## config.mk

```make
export PLATFORM = sky130hd
export DESIGN_NAME = config_space_arbiter
export DESIGN_NICKNAME = d
export VERILOG_FILES = /design/src/rtl/usb4_cfg_pkg.sv /design/src/rtl/cfg_rr_pick.sv /design/src/rtl/config_space_arbiter.sv
export SDC_FILE = /design/constraint.sdc
export NUM_CORES = 1
export LEC_CHECK = 0
export CORE_ASPECT_RATIO = 0.7
export CORE_MARGIN = 1.5
export CORE_UTILIZATION = 37
export CTS_CLUSTER_SIZE = 14
export DETAILED_ROUTE_END_ITERATION = 8
export PLACE_DENSITY = 0.73
export SLEW_MARGIN = 20
export SYNTH_ARGS = -nofsm -noshare
export SYNTH_HDL_FRONTEND = slang
export SYNTH_SLANG_ARGS = --single-unit
```

## constraint.sdc

```tcl
create_clock -name local_clk -period 2.4 [get_ports local_clk]
set_input_delay 0.36 -clock local_clk [delete_from_list [all_inputs] [get_ports local_clk]]
set_output_delay 0.36 -clock local_clk [all_outputs]
set_load 0.1 [all_outputs]
```

## src/rtl/usb4_cfg_pkg.sv

```systemverilog
// Shared definitions for the logical layer's configuration-space access bus.
// Holds the bus widths, the arbiter state encoding and the latched request payload.
package usb4_cfg_pkg;

    localparam int unsigned CFG_ADDR_W = 8;
    localparam int unsigned CFG_DATA_W = 32;
    // Read-latency counter width; covers RD_LAT-1 for RD_LAT up to 7.
    localparam int unsigned CFG_CNT_W  = 3;

    typedef enum logic [1:0] {
        IDLE  = 2'd0,
        ISSUE = 2'd1,
        WAIT  = 2'd2,
        ACK   = 2'd3
    } cfg_arb_state_e;

    typedef struct packed {
        logic                  wr;
        logic [CFG_ADDR_W-1:0] addr;
        logic [CFG_DATA_W-1:0] wdata;
    } cfg_req_t;

endpackage

```

## src/rtl/cfg_rr_pick.sv

```systemverilog
// Combinational 2-way round-robin picker.
// Ports:
//   req[1:0]    pending requests
//   last_grant  index of the most recent winner
//   valid       at least one request pending
//   grant_idx   index of the winner (meaningful only when valid)
module cfg_rr_pick (
    input  logic [1:0] req,
    input  logic       last_grant,
    output logic       valid,
    output logic       grant_idx
);

    // On a tie the requester that did not win last time goes first.
    always_comb begin
        valid     = |req;
        grant_idx = (req == 2'b11) ? ~last_grant : req[1];
    end

endmodule

```

## src/rtl/config_space_arbiter.sv

```systemverilog
// Two-port arbiter/sequencer for the single config-space access bus.
// Requester 0 is the sideband register engine, requester 1 the lane-training FSM.
// One access at a time: grant, one-cycle strobe, fixed read latency, one-cycle ack.
// Ports:
//   local_clk, rst                     clock, asynchronous active-high reset
//   req_i/req_wr_i/req_addr_i/req_wdata_i  per-requester request (level) and payload
//   ack_o                              one-cycle completion pulse per requester
//   rdata_o                            read data, valid with ack_o for a read
//   busy_o                             transaction in flight
//   c_read/c_write/c_address/c_data_in config-space strobes, address and write data
//   c_data_out                         config-space read data, RD_LAT cycles after c_read
// ADDR_W/DATA_W must not exceed the package widths; RD_LAT legal range is 1..7.
module config_space_arbiter
    import usb4_cfg_pkg::*;
#(
    parameter int unsigned ADDR_W = CFG_ADDR_W,
    parameter int unsigned DATA_W = CFG_DATA_W,
    parameter int unsigned RD_LAT = 1
) (
    input  logic                   local_clk,
    input  logic                   rst,
    input  logic [1:0]             req_i,
    input  logic [1:0]             req_wr_i,
    input  logic [1:0][ADDR_W-1:0] req_addr_i,
    input  logic [1:0][DATA_W-1:0] req_wdata_i,
    output logic [1:0]             ack_o,
    output logic [DATA_W-1:0]      rdata_o,
    output logic                   busy_o,
    output logic                   c_read,
    output logic                   c_write,
    output logic [ADDR_W-1:0]      c_address,
    output logic [DATA_W-1:0]      c_data_in,
    input  logic [DATA_W-1:0]      c_data_out
);

    cfg_arb_state_e        state_q, state_d;
    logic                  grant_q, grant_d;
    logic                  last_grant_q, last_grant_d;
    cfg_req_t              lat_q, lat_d;
    logic [CFG_CNT_W-1:0]  cnt_q, cnt_d;
    logic [1:0]            ack_d;
    logic [DATA_W-1:0]     rdata_d;
    logic                  c_read_d, c_write_d;
    logic                  pick_valid;
    logic                  pick_idx;

    // Winner selection among pending requests.
    cfg_rr_pick u_pick (
        .req        (req_i),
        .last_grant (last_grant_q),
        .valid      (pick_valid),
        .grant_idx  (pick_idx)
    );

    // Address and write data come straight from the request latch, so they
    // change only at a grant and otherwise hold their last values.
    assign c_address = ADDR_W'(lat_q.addr);
    assign c_data_in = DATA_W'(lat_q.wdata);

    // Next-state and next-output logic. Strobes and ack are computed one state
    // early so that they are registered and line up with ISSUE/ACK.
    always_comb begin
        state_d      = state_q;
        grant_d      = grant_q;
        last_grant_d = last_grant_q;
        lat_d        = lat_q;
        cnt_d        = cnt_q;
        ack_d        = 2'b00;
        rdata_d      = rdata_o;
        c_read_d     = 1'b0;
        c_write_d    = 1'b0;

        unique case (state_q)
            IDLE: begin
                if (pick_valid) begin
                    state_d      = ISSUE;
                    grant_d      = pick_idx;
                    last_grant_d = pick_idx;
                    lat_d.wr     = req_wr_i[pick_idx];
                    lat_d.addr   = CFG_ADDR_W'(req_addr_i[pick_idx]);
                    lat_d.wdata  = CFG_DATA_W'(req_wdata_i[pick_idx]);
                    c_write_d    = req_wr_i[pick_idx];
                    c_read_d     = ~req_wr_i[pick_idx];
                end
            end
            ISSUE: begin
                if (lat_q.wr) begin
                    state_d = ACK;
                    ack_d   = 2'b01 << grant_q;
                end else begin
                    state_d = WAIT;
                    cnt_d   = CFG_CNT_W'(RD_LAT - 1);
                end
            end
            WAIT: begin
                if (cnt_q == '0) begin
                    state_d = ACK;
                    rdata_d = c_data_out;
                    ack_d   = 2'b01 << grant_q;
                end else begin
                    cnt_d = cnt_q - 1'b1;
                end
            end
            ACK: begin
                state_d = IDLE;
            end
            default: begin
                state_d = IDLE;
            end
        endcase
    end

    // State and output registers; reset aborts any transaction in flight.
    always_ff @(posedge local_clk or posedge rst) begin
        if (rst) begin
            state_q      <= IDLE;
            grant_q      <= 1'b0;
            last_grant_q <= 1'b1;
            lat_q        <= '0;
            cnt_q        <= '0;
            ack_o        <= 2'b00;
            rdata_o      <= '0;
            busy_o       <= 1'b0;
            c_read       <= 1'b0;
            c_write      <= 1'b0;
        end else begin
            state_q      <= state_d;
            grant_q      <= grant_d;
            last_grant_q <= last_grant_d;
            lat_q        <= lat_d;
            cnt_q        <= cnt_d;
            ack_o        <= ack_d;
            rdata_o      <= rdata_d;
            busy_o       <= (state_d != IDLE);
            c_read       <= c_read_d;
            c_write      <= c_write_d;
        end
    end

endmodule

```

---- Yosys cells after proc, flatten, opt, wreduce, memory -nomap -nowiden ----
Cells that the tools add are included.
cells by class
  reduce and logical (&&, ||, !) cells .... 8
  order comparisons ....................... 1
  shifts and indexed selects .............. 1
  bitwise operators ....................... 2
  muxes and demuxes ....................... 21
  add/subtract/negate cells ............... 1
  equal/unequal tests ..................... 6
operator list
  operator               number
  $mux W32               2
  $mux W8                2
  $mux W1                8
  $mux W2                4
  $pmux W2 S4            1
  $eq A2 B2 Y1 const B   3
  $mux W3                2
  $pmux W3 S2            1
  $ne A2 B2 Y1 const B   2
  $pmux W2 S2            1
  $reduce_and A2 Y1      2
  $reduce_bool A2 Y1     2
  $logic_not A3 Y1       1
  $reduce_and A3 Y1      1
  $sub A3 B1 Y3 const B  1
  $eq A2 B1 Y1 const B   1
  $logic_not A2 Y1       1
  $lt A1 B2 Y1 const B   1
  $not A1 Y1             2
  $reduce_or A2 Y1       1
  $shl A1 B1 Y2 const A  1
word-level totals
  logic and storage cells ................. 52
  bits in registers ....................... 85
  input port bits ......................... 118
  output and inout port bits .............. 77

---- Depth between registers and ports, before layout ----
  depth in word-level cells ............... 7
  mapped depth ............................ 8
  gate-level depth less buffers ........... 5

---- Modules after synthesis ----
A second synthesis with hierarchy kept.
second synthesis, totals
  cell total of the unflattened synthesis .. 409
  area, all modules ....................... 3991.3 um^2
modules (own cells, without submodules)
  module                area each (um^2)  instances  cells an instance  sequential area each (um^2)
  config_space_arbiter  3977.6            1          407                2128.3
  cfg_rr_pick           13.8              1          2                  0.0

---- Least setup slack after synthesis ----
No wires, ideal clock.
  kind .................................... reg2reg
  from .................................... reg state_q[0]
  to ...................................... reg rdata_o[0]
  clock period less this slack ............ 1498 ps
  library setup time ...................... 126 ps
  slack ................................... 902 ps
  stages on the path, launching flop included .. 7
  arrival time ............................ 1373 ps
  cell sequence ........................... dfrtp_1 inv_1 ha_1 nand3b_1 buf_4 buf_6 mux2_2
on the way
  longest elaborated chain between the ends .. 2
ends and longest elaborated chain
  what                         line                         text
  start: declaration           config_space_arbiter.sv:36   cfg_arb_state_e state_q, state_d;
  start signal: assignment     config_space_arbiter.sv:127  state_q <= state_d;
  $eq A2 B2 Y1                 config_space_arbiter.sv:73   unique case (state_q)
  $reduce_and A2 Y1 (no line)  n/a
  end signal: assignment       config_space_arbiter.sv:133  rdata_o <= rdata_d;
  end: declaration             config_space_arbiter.sv:27   output logic [DATA_W-1:0] rdata_o,
Every way passes these cells.
A chain may end at the register's enable or synchronous reset.

---- Worst setup path after layout ----
  from .................................... reg state_q[0]
  to ...................................... reg rdata_o[7]
The elaborated chain is that of the path after synthesis.

==> run_results.csv <==
group,metric,value,unit
run_status,status,"finished, final reports clean",
hold_path,hp-class,"input port to asynchronous set/reset pin",
critical_path,timing.critical_path.depth,5,
critical_path,rrSetupSlack,0.61,ns
timing,holdWs,0.4038,ns
global_routing,grt_pass1_vias,3282,
cells_and_area,fin_util,56.37,%
drt,top_layer_used,"met4",
timing,finalSetupTns,0,ns
synth,synth_top_area_share,53.15,%
clock_network,cts_htree_levels,3,
cells_and_area,multi_input_area,1368,µm²
drt,viasPerCell,4.942,
drt,drc_errors,0,
synth,ys_ff_latch,85,
global_routing,grt_pass1_wl,16.52,mm
synth,synth_enable_flop_cells,0,
timing,rsz0062_at_grt,"false",
drt,met1_length,4.484,mm
synth,synth.avg_cell_area,10.30,µm²
synth,synth_most_common_cell,"dfrtp_1",
timing,min_period_over_period,74.48,%
synth,ys_seq_area_share,53.81,%
synth,ys_types,32,
cells_and_area,seqCellArea,2128,µm²
clock_network,clock_path_buffers,2,
global_routing,overflow,0,
critical_path,startpoint_type,"register",
clock_network,root_buffer,"clkbuf_16",
synth,synth_nets,507,
drt,ant_nets,0,
drt,firstDrtPassIters,4,
critical_path,rr_worst_depth,5,
die,pin_count,195,
clock_network,clkLatencyLatePin,0.33,ns
critical_path,crit_family,"buffers and inverters",
cells_and_area,nNetsFinal,658,
synth,synth_area,3955,µm²
placed_design,dp_hpwl,7.753,mm
critical_path,max_stage_delay,0.40,ns
run,cap_violations,0,
synth,synth_top_area_cell,"dfrtp_1",
synth,netlist_top_cells_area,"dfrtp_1 53%, a21oi_1 10%, mux2_2 9.1%",
clock_network,cts.sinks,85,
placed_design,dp_cells,656,
die,die_w,126.6,µm
synth,yosysWarnings,0,
clock_network,cts_resized,0,
cells_and_area,fill_cells,882,
synth,netlist_top_cells_count,"84 x dfrtp_1, 82 x a21oi_1, 42 x nand2_1, 42 x nor2_1, 41 x buf_4",
timing,relSlewSlack,63.48,%
global_routing,antenna_found_initial,0,
drt,first_iter_violations,105,
timing,period_minus_slack,1.788,ns
die,start_util,38.19,%
critical_path,worstPathRequired,2.62,ns
timing,skew,0.006013,ns
timing,hold_viol,0,
critical_path,crit_arrival,2.00,ns
critical_path,path_max_fanout,36,
synth,ys.flop_type,"dfrtp_1",
cells_and_area,area_growth,47.61,%
clock_network,cts.reportedPaths.clkPinSlew,0.06,ns
placed_design,gp_congestion,0.7988,
drt,wl_met3,1.218,mm
synth,syn_inst,384,
drt,vias,3321,
die,placementRows,31,
synth,synthArstFlopShare,100.0,%
die,dieArea,11330,µm²
critical_path,cpMaxStageDelayCell,"dfrtp_1",
clock_network,post-cts-setup-buffers,0,
critical_path,end_kind,"register",
critical_path,worst-path-buf-inv,2,
global_routing,grt_max_degree,48,
die,core_area,10360,µm²
timing,max_freq,0.5594,GHz
timing,setup_viol,0,
cells_and_area,n_antenna_cell,0,
timing,tightest_slew,0.5340,ns
clock_network,postCtsHoldBufs,0,
clock_network,cts_made_buffers,9,
drt,wl_met2,4.827,mm
drt,avgRoutedWirePerCell,15.86,µm
clock_network,cts_tree,"yes",
cells_and_area,fin_cells,672,
cells_and_area,drive_gt1_share,26.11,%
critical_path,path_cells,"inv_1 -> ha_1 -> nand3b_1 -> buf_4 -> mux2_2",
die,die_h,89.50,µm
critical_path,critical_path_class,"register to register",
drt,totalWireLength,10.66,mm
timing,drv_slew,0,
placed_design,port_buffers,194,
global_routing,gr-usage-all-layers,18.86,%
## placed cells by master, fill, tap and decap left out, types with 3 or more instances in the layout
cell type	count
a21oi_1	82
buf_4	85
clkbuf_16	9
clkbuf_8	3
clkdlybuf4s50_1	117
clkinv_4	3
dfrtp_1	84
ha_1	5
inv_1	6
mux2_2	32
nand2_1	42
nor2_1	42
## layer usage
metal | track usage (%) | up-vias
li1 | - | 1551
met4 | 5.643 | 0
met3 | 8.737 | 12
met2 | 30.20 | 164
met5 | 0 | -
met1 | 23.10 | 1594
## stage by stage
step           cell area (µm²)  worst slack, ns
5_1_grt                   5838           0.4645
6_report                  5838           0.6124
2_1_floorplan             3959           0.9016
3_5_place_dp              5540           0.3885
4_1_cts                   5838           0.5927
3_3_place_gp              5540           0.4471
## final timing paths
| check | from | endpoint |
|---|---|---|
| max | state_q[0] | rdata_o[7] |
| min | rst | rdata_o[13] |
| max reg2reg | state_q[0] | rdata_o[7] |
| min reg2reg | cnt_q[0] | cnt_q[0] |
| max in group asynchronous | rst | last_grant_q |
| min in group local_clk | cnt_q[0] | cnt_q[0] |
## area by class of cell
type / count / share of cell area [%]
repair buffers: 204 / 31.68
flip-flops and latches: 85 / 36.46
clock buffers: 12 / 4.565
inverters: 7 / 0.5144
well taps: 132 / 2.829
multi-input cells: 228 / 23.42
clock inverters: 4 / 0.5358
## logic make-up (layout without fill, tap and decap cells)
kind of cell / Yosys count / after routing / share of synthesized area, %
adders and majority gates: 5 / 5 / 1.582
and+or+nand+nor: 93 / 93 / 9.459
DFF: 85 / 85 / 53.81
buffers and inverters: 71 / 227 / 11.99
AOI/OAI and AO/OA: 96 / 96 / 13.22
muxes: 34 / 34 / 9.934
## flip-flops by register name, indices dropped and copies added, names as in the netlist
register      flops
ack_o             2
busy_o            1
c_address         8
c_data_in        32
c_read            1
c_write           1
cnt_q             3
grant_q           1
last_grant_q      1
lat_q             1
rdata_o          32
state_q           2
## worst register-to-register path: stages, from the launching register on
cell,delay (ns)
dfrtp_1,0.40
inv_1,0.08
ha_1,0.27
nand3b_1,0.11
buf_4,0.39
mux2_2,0.41
Power is not shown: default switching activity piles up to over one toggle a cycle in this logic, so the estimate is an artifact.
